File: config.mk
export PLATFORM = sky130hd
export DESIGN_NAME = versatile_mem_ctrl_wb_rr
export DESIGN_NICKNAME = d
export VERILOG_FILES = /design/src/rtl/versatile_mem_ctrl_wb_rr.sv
export SDC_FILE = /design/constraint.sdc
export NUM_CORES = 1
export LEC_CHECK = 0
export ABC_AREA = 0
export ABC_CLOCK_PERIOD_IN_PS = 6000
export CELL_PAD_IN_SITES_DETAIL_PLACEMENT = 2
export CELL_PAD_IN_SITES_GLOBAL_PLACEMENT = 2
export CORE_ASPECT_RATIO = 0.75
export CORE_MARGIN = 4
export CORE_UTILIZATION = 18
export CTS_CLUSTER_DIAMETER = 80
export DETAILED_ROUTE_END_ITERATION = 8
export MAX_ROUTING_LAYER = met4
export PLACE_DENSITY = 0.93
export SLEW_MARGIN = 20
export SYNTH_ARGS = -nofsm -noshare
export SYNTH_HDL_FRONTEND = slang
export SYNTH_SLANG_ARGS = --single-unit
File: constraint.sdc
create_clock -name wb_clk -period 6 [get_ports wb_clk]
set_input_delay 1.5 -clock wb_clk [delete_from_list [all_inputs] [get_ports wb_clk]]
set_output_delay 1.5 -clock wb_clk [all_outputs]
set_load 0.01 [all_outputs]
File: src/rtl/versatile_mem_ctrl_wb_rr.sv
// Round-robin Wishbone B3 front-end: one command per burst, beat-counted data phase,
// CTI/BTE burst decode, linear-burst continuation and flush of aborted bursts.
module versatile_mem_ctrl_wb_rr #(
  parameter int unsigned NR_OF_PORTS = 4,
  parameter int unsigned ADR_WIDTH   = 30,
  parameter int unsigned DAT_WIDTH   = 32
) (
  input  logic                                    wb_clk,
  input  logic                                    wb_rst,
  input  logic [NR_OF_PORTS*ADR_WIDTH-1:0]        wb_adr_i_v,
  input  logic [NR_OF_PORTS*DAT_WIDTH-1:0]        wb_dat_i_v,
  input  logic [NR_OF_PORTS*(DAT_WIDTH/8)-1:0]    wb_sel_i_v,
  input  logic [NR_OF_PORTS*3-1:0]                wb_cti_i_v,
  input  logic [NR_OF_PORTS*2-1:0]                wb_bte_i_v,
  input  logic [0:NR_OF_PORTS-1]                  wb_we_i,
  input  logic [0:NR_OF_PORTS-1]                  wb_cyc_i,
  input  logic [0:NR_OF_PORTS-1]                  wb_stb_i,
  output logic [DAT_WIDTH-1:0]                    wb_dat_o,
  output logic [0:NR_OF_PORTS-1]                  wb_ack_o,
  output logic                                    cmd_valid,
  input  logic                                    cmd_ready,
  output logic                                    cmd_we,
  output logic [ADR_WIDTH-1:0]                    cmd_adr,
  output logic [4:0]                              cmd_len,
  output logic                                    wr_valid,
  input  logic                                    wr_ready,
  output logic [DAT_WIDTH-1:0]                    wr_dat,
  output logic [DAT_WIDTH/8-1:0]                  wr_sel,
  input  logic                                    rd_valid,
  output logic                                    rd_ready,
  input  logic [DAT_WIDTH-1:0]                    rd_dat
);

  localparam int unsigned SEL_WIDTH = DAT_WIDTH / 8;
  localparam int unsigned PW        = (NR_OF_PORTS > 1) ? $clog2(NR_OF_PORTS) : 1;

  typedef enum logic [2:0] {StIdle, StCmd, StWr, StRd, StFlush} state_e;

  state_e               r_state;
  logic [PW-1:0]        r_grant;
  logic [PW-1:0]        r_ptr;
  logic                 r_we;
  logic [ADR_WIDTH-1:0] r_adr;
  logic [4:0]           r_len;
  logic [4:0]           r_cnt;

  logic                 w_any;
  logic [PW-1:0]        w_win;
  logic [PW-1:0]        w_idx;
  logic                 w_win_we;
  logic [ADR_WIDTH-1:0] w_win_adr;
  logic [2:0]           w_win_cti;
  logic [1:0]           w_win_bte;
  logic [DAT_WIDTH-1:0] w_dat_g;
  logic [SEL_WIDTH-1:0] w_sel_g;
  logic [2:0]           w_cti_g;
  logic [1:0]           w_bte_g;
  logic                 w_req_g;
  logic                 w_cyc_g;
  logic                 w_linear;
  logic                 w_beat_ack;
  logic                 w_flush_beat;
  logic [4:0]           w_cnt_dec;

  function automatic logic [4:0] f_len(input logic [2:0] cti, input logic [1:0] bte);
    logic [4:0] len;
    len = 5'd1;
    if (cti == 3'b010) begin
      case (bte)
        2'b01:   len = 5'd4;
        2'b10:   len = 5'd8;
        2'b11:   len = 5'd16;
        default: len = 5'd1;
      endcase
    end
    return len;
  endfunction

  // Scan downwards so the nearest requester after the pointer is the last (winning) write.
  always_comb begin
    w_any = 1'b0;
    w_win = '0;
    w_idx = '0;
    for (int unsigned i = NR_OF_PORTS; i >= 1; i--) begin
      w_idx = PW'((int'(r_ptr) + i) % NR_OF_PORTS);
      if (wb_cyc_i[w_idx] && wb_stb_i[w_idx]) begin
        w_any = 1'b1;
        w_win = w_idx;
      end
    end
  end

  always_comb begin
    w_dat_g   = '0;
    w_sel_g   = '0;
    w_cti_g   = '0;
    w_bte_g   = '0;
    w_win_adr = '0;
    w_win_cti = '0;
    w_win_bte = '0;
    for (int unsigned p = 0; p < NR_OF_PORTS; p++) begin
      if (r_grant == PW'(p)) begin
        w_dat_g = wb_dat_i_v[(NR_OF_PORTS-1-p)*DAT_WIDTH +: DAT_WIDTH];
        w_sel_g = wb_sel_i_v[(NR_OF_PORTS-1-p)*SEL_WIDTH +: SEL_WIDTH];
        w_cti_g = wb_cti_i_v[(NR_OF_PORTS-1-p)*3 +: 3];
        w_bte_g = wb_bte_i_v[(NR_OF_PORTS-1-p)*2 +: 2];
      end
      if (w_win == PW'(p)) begin
        w_win_adr = wb_adr_i_v[(NR_OF_PORTS-1-p)*ADR_WIDTH +: ADR_WIDTH];
        w_win_cti = wb_cti_i_v[(NR_OF_PORTS-1-p)*3 +: 3];
        w_win_bte = wb_bte_i_v[(NR_OF_PORTS-1-p)*2 +: 2];
      end
    end
  end

  assign w_win_we = wb_we_i[w_win];
  assign w_cyc_g  = wb_cyc_i[r_grant];
  assign w_req_g  = wb_cyc_i[r_grant] & wb_stb_i[r_grant];
  assign w_linear = (w_cti_g == 3'b010) && (w_bte_g == 2'b00);

  assign cmd_valid = (r_state == StCmd);
  assign cmd_we    = r_we;
  assign cmd_adr   = r_adr;
  assign cmd_len   = r_len;
  assign wr_valid  = ((r_state == StWr) & w_req_g) | ((r_state == StFlush) & r_we);
  assign wr_dat    = (r_state == StWr) ? w_dat_g : '0;
  assign wr_sel    = (r_state == StWr) ? w_sel_g : '0;
  assign rd_ready  = ((r_state == StRd) & w_req_g) | ((r_state == StFlush) & ~r_we);
  assign wb_dat_o  = (r_state == StRd) ? rd_dat : '0;

  assign w_beat_ack   = ((r_state == StWr) & wr_valid & wr_ready) |
                        ((r_state == StRd) & rd_valid & rd_ready);
  assign w_flush_beat = (r_state == StFlush) & (r_we ? wr_ready : rd_valid);
  assign w_cnt_dec    = (r_cnt != 5'd0) ? r_cnt - 5'd1 : 5'd0;

  always_comb begin
    wb_ack_o          = '0;
    wb_ack_o[r_grant] = w_beat_ack;
  end

  always_ff @(posedge wb_clk or posedge wb_rst) begin
    if (wb_rst) begin
      r_state <= StIdle;
      r_grant <= '0;
      r_ptr   <= PW'(NR_OF_PORTS - 1);
      r_we    <= 1'b0;
      r_adr   <= '0;
      r_len   <= '0;
      r_cnt   <= '0;
    end else begin
      case (r_state)
        StIdle: begin
          if (w_any) begin
            r_grant <= w_win;
            r_ptr   <= w_win;
            r_we    <= w_win_we;
            r_adr   <= w_win_adr;
            r_len   <= f_len(w_win_cti, w_win_bte);
            r_state <= StCmd;
          end
        end
        StCmd: begin
          if (cmd_ready) begin
            r_cnt   <= r_len;
            r_state <= r_we ? StWr : StRd;
          end
        end
        StWr, StRd: begin
          if (w_beat_ack) begin
            r_cnt <= w_cnt_dec;
            if (r_cnt == 5'd1) begin
              // Linear bursts continue as single-beat commands on the same grant.
              if (w_linear) begin
                r_adr   <= r_adr + ADR_WIDTH'(1);
                r_len   <= 5'd1;
                r_state <= StCmd;
              end else begin
                r_state <= StIdle;
              end
            end
          end else if (!w_cyc_g) begin
            r_state <= StFlush;
          end
        end
        StFlush: begin
          if (r_cnt == 5'd0) begin
            r_state <= StIdle;
          end else if (w_flush_beat) begin
            r_cnt <= w_cnt_dec;
            if (r_cnt == 5'd1) r_state <= StIdle;
          end
        end
        default: r_state <= StIdle;
      endcase
    end
  end

endmodule

==> insert_results.sql <==
INSERT INTO impl_metrics (metric_group, metric, value, unit) VALUES
('timing', 'finClkSkew', '0.01404', 'ns'),
('routing', 'dr.pass1.iters', '5', ''),
('floorplan', 'coreArea', '29320', 'um^2'),
('global_routing', 'grt_start_max_net_pins', '57', ''),
('power_and_ir_drop', 'power_report.internal_total', '0.001850', 'W'),
('timing', 'timing.max_slew.rel_slack', '27.81', '%'),
('global_routing', 'first_pass_grt_wire_length', '53.74', 'mm'),
('routing', 'drc', '0', ''),
('final_layout', 'finish.net_count', '1427', ''),
('floorplan', 'floorplan.rows', '54', ''),
('worst_setup_path', 'criticalPathCategory', 'input port to primary output', ''),
('yosys', 'largest_family_of_logic_cells_by_synthesized_area', 'simple AND/OR/NAND/NOR gates', ''),
('yosys', 'synthesis.yosys.warnings', '0', ''),
('placement', 'placedCellCount', '1476', ''),
('yosys', 'area_share_of_xor_xnor_cells_in_the_synthesized_design', '0', '%'),
('yosys', 'synth.cell_area', '5410', 'um^2'),
('yosys', 'syn_avg_cell_area', '7.968', 'um^2'),
('clock_tree', 'clock_sink_count', '47', ''),
('floorplan', 'initial_core_util', '18.45', '%'),
('global_routing', 'first_global_vias', '8107', ''),
('yosys', 'postSynthCellCount', '679', ''),
('timing', 'finalSetupViolations', '0', ''),
('yosys', 'yosys-mux-area-fraction', '19.59', '%'),
('final_layout', 'layout-drive-gt1-share', '7.509', '%'),
('floorplan', 'fp.dieH', '158.1', 'um'),
('global_routing', 'gr-usage-all-layers', '22.11', '%'),
('floorplan', 'num_io_pins', '444', ''),
('clock_tree', 'clockBufferDepth', '2', ''),
('yosys', 'post_synth_arst_share', '100.0', '%'),
('yosys', 'synth.lib_cells_used.distinct', '68', ''),
('final_layout', 'area.growth.synth_to_final', '92.18', '%'),
('routing', 'drt.antenna.violating_nets', '0', ''),
('timing', 'smallest_hold_slack', '0.5377', 'ns'),
('clock_tree', 'clock_latency', '0.30', 'ns'),
('final_layout', 'utilization', '35.46', '%'),
('clock_tree', 'clk_pin_slew_worst_paths', '0.06', 'ns'),
('routing', 'vias_per_inst', '4.995', ''),
('yosys', 'ys_top_cells_by_area', 'sky130_fd_sc_hd__dfrtp_1, sky130_fd_sc_hd__mux4_2, sky130_fd_sc_hd__nand2_1, sky130_fd_sc_hd__and3_1, sky130_fd_sc_hd__nor2b_1', ''),
('yosys', 'synth_flop_cell', 'sky130_fd_sc_hd__dfrtp_1', ''),
('routing', 'avgRoutedWirePerCell', '25.56', 'um'),
('worst_setup_path', 'worstPathCellList', 'clkdlybuf4s50_1, mux4_2, nand4_4, nor3_1, clkdlybuf4s50_1', ''),
('clock_tree', 'clock_tree_from_tritoncts', 'done', ''),
('yosys', 'synth_simple_gate_area_share', '32.15', '%'),
('timing', 'finalSetupTns', '0', 'ns'),
('routing', 'detailedRoute.firstIterationViolations', '496', ''),
('worst_setup_path', 'critical_path_peak_fanout', '10', ''),
('yosys', 'synth_compound_gate_area_share', '20.65', '%'),
('worst_setup_path', 'startpoint_type', 'input port', ''),
('power_and_ir_drop', 'power.share.switching', '47.39', '%'),
('placement', 'place.port_buffers', '442', ''),
('timing', 'post-route-period-util', '84.85', '%'),
('yosys', 'synth.yosys.seq_area_share', '21.79', '%'),
('final_layout', 'layout.cells.most_common', 'sky130_fd_sc_hd__clkdlybuf4s50_1', ''),
('yosys', 'synth_top_area_share', '20.81', '%'),
('placement', 'place.gp.congestion', '0.8579', ''),
('timing', 'timing.final.crit_period', '5.091', 'ns'),
('power_and_ir_drop', 'netSwitchingPower', '0.001666', 'W'),
('power_and_ir_drop', 'power.share.combinational', '70.6', '%'),
('clock_tree', 'clk_root_buffer_cell', 'sky130_fd_sc_hd__clkbuf_16', ''),
('yosys', 'synth_adder_area_share', '0.6938', '%'),
('power_and_ir_drop', 'power.share.clock', '8.4', '%'),
('power_and_ir_drop', 'static-leakage-power', '3.903', 'nW'),
('clock_tree', 'post_cts_hold_buffer_count', '0', ''),
('outcome', 'outcome', 'finished, final reports clean', ''),
('clock_tree', 'cts.repair_timing.setup_buffer_count', '0', ''),
('worst_hold_path', 'hp-class', 'flip-flop to flip-flop', ''),
('clock_tree', 'cts.repair.resized', '0', ''),
('worst_setup_path', 'most_repeated_library_cell_on_the_critical_path', 'sky130_fd_sc_hd__clkdlybuf4s50_1', ''),
('final_layout', 'top_library_cells_by_usage_in_the_layout_fill_and_taps_aside', 'sky130_fd_sc_hd__clkdlybuf4s50_1, sky130_fd_sc_hd__nand2_1, sky130_fd_sc_hd__dfrtp_1', ''),
('power_and_ir_drop', 'seq_power_share', '21.0', '%'),
('final_layout', 'finish.cell_count_without_fillers', '1490', '');
layout make-up:
class,instances,area [um^2],share of cell area (%)
inverters,12,45.04,0.4332
flip-flops and latches,47,1181,11.36
clock inverters,2,13.76,0.1324
clock buffers,6,128.9,1.239
well taps,392,490.5,4.717
multi-input cells,567,3979,38.27
repair buffers,458,4544,43.71
diodes,6,15.01,0.1444
cell families (layout without fill, tap and decap cells):
group                      count (synthesis)  after routing
adders and majority gates                  3              3
and+or+nand+nor                          339            339
other                                      1              7
AOI/OAI and AO/OA                        166            166
DFF                                       47             47
buffers and inverters                     65            478
muxes                                     58             58
Yosys cell counts (5+ instances only):
library cell,number
sky130_fd_sc_hd__nand2_1,127
sky130_fd_sc_hd__dfrtp_1,45
sky130_fd_sc_hd__and3_1,39
sky130_fd_sc_hd__nor2b_1,39
sky130_fd_sc_hd__a21oi_1,38
sky130_fd_sc_hd__mux4_2,38
sky130_fd_sc_hd__o21ai_0,38
sky130_fd_sc_hd__clkbuf_1,36
sky130_fd_sc_hd__nor2_1,33
sky130_fd_sc_hd__nand3_1,23
sky130_fd_sc_hd__nor3_1,23
sky130_fd_sc_hd__mux2i_1,17
sky130_fd_sc_hd__a211oi_1,16
sky130_fd_sc_hd__and2_1,13
sky130_fd_sc_hd__o22ai_1,13
sky130_fd_sc_hd__inv_1,12
sky130_fd_sc_hd__buf_2,9
sky130_fd_sc_hd__a31oi_1,7
sky130_fd_sc_hd__nand4_1,7
sky130_fd_sc_hd__nor3b_1,7
sky130_fd_sc_hd__a211o_1,5
sky130_fd_sc_hd__o211ai_1,5
worst paths after layout:
kind,startpoint,end,slack (ns),cells after the start
max in group asynchronous,wb_rst,r_grant[1],3.76,3
worst min-delay path,r_ptr[1],r_ptr[1],0.54,2
worst max register to register,r_grant[0],cmd_adr[12],2.26,6
min in group asynchronous,wb_rst,cmd_adr[4],1.72,3
worst max-delay path,wb_cyc_i[1],wb_ack_o[0],0.91,5
worst min register to register,r_ptr[1],r_ptr[1],0.54,2
power groups by stage:
stage / clock network, W / registers [W] / logic, W
CTS: 0.000299 / 0.000740 / 0.00250
global placement: 0 / 0.000729 / 0.00240
finish: 0.000294 / 0.000740 / 0.00248
global route: 0.000313 / 0.000778 / 0.00267
floorplan: 0 / 0.000667 / 0.00130
detailed placement: 0 / 0.000744 / 0.00249
flip-flops by register name, indices dropped and copies added (netlist names):
register and cells:
r_cnt 5, r_ptr 2, r_state 3, cmd_len 4, cmd_we 1, cmd_adr 30, r_grant 2
per-stage QoR:
stage                     worst slack (ns)  instance area (um^2)  total power (W)
after global placement               1.072                 10240         0.003130
final                               0.9089                 10400         0.003516
after floorplan                      2.195                  5410         0.001968
after detailed placement            0.9311                 10240         0.003231
after CTS                           0.9247                 10380         0.003540
after global routing                0.8178                 10400         0.003765
layer usage:
| metal | track usage, % | up-vias | part of all wire (%) |
|---|---|---|---|
| li1 | - | 3368 | - |
| met1 | 29.16 | 3812 | 44 |
| met2 | 36.19 | 232 | 50 |
| met3 | 3.487 | 30 | 4.3 |
| met4 | 4.877 | 0 | 2.2 |
| met5 | - | - | 0 |
worst max-delay path, delay by kind of cell:
kind / cells / cell delay [ns]
buf+inv: 2 / 1.21
simple gates: 2 / 0.51
mux: 1 / 0.37
No activity file was read; power rests on OpenSTA's default activity.
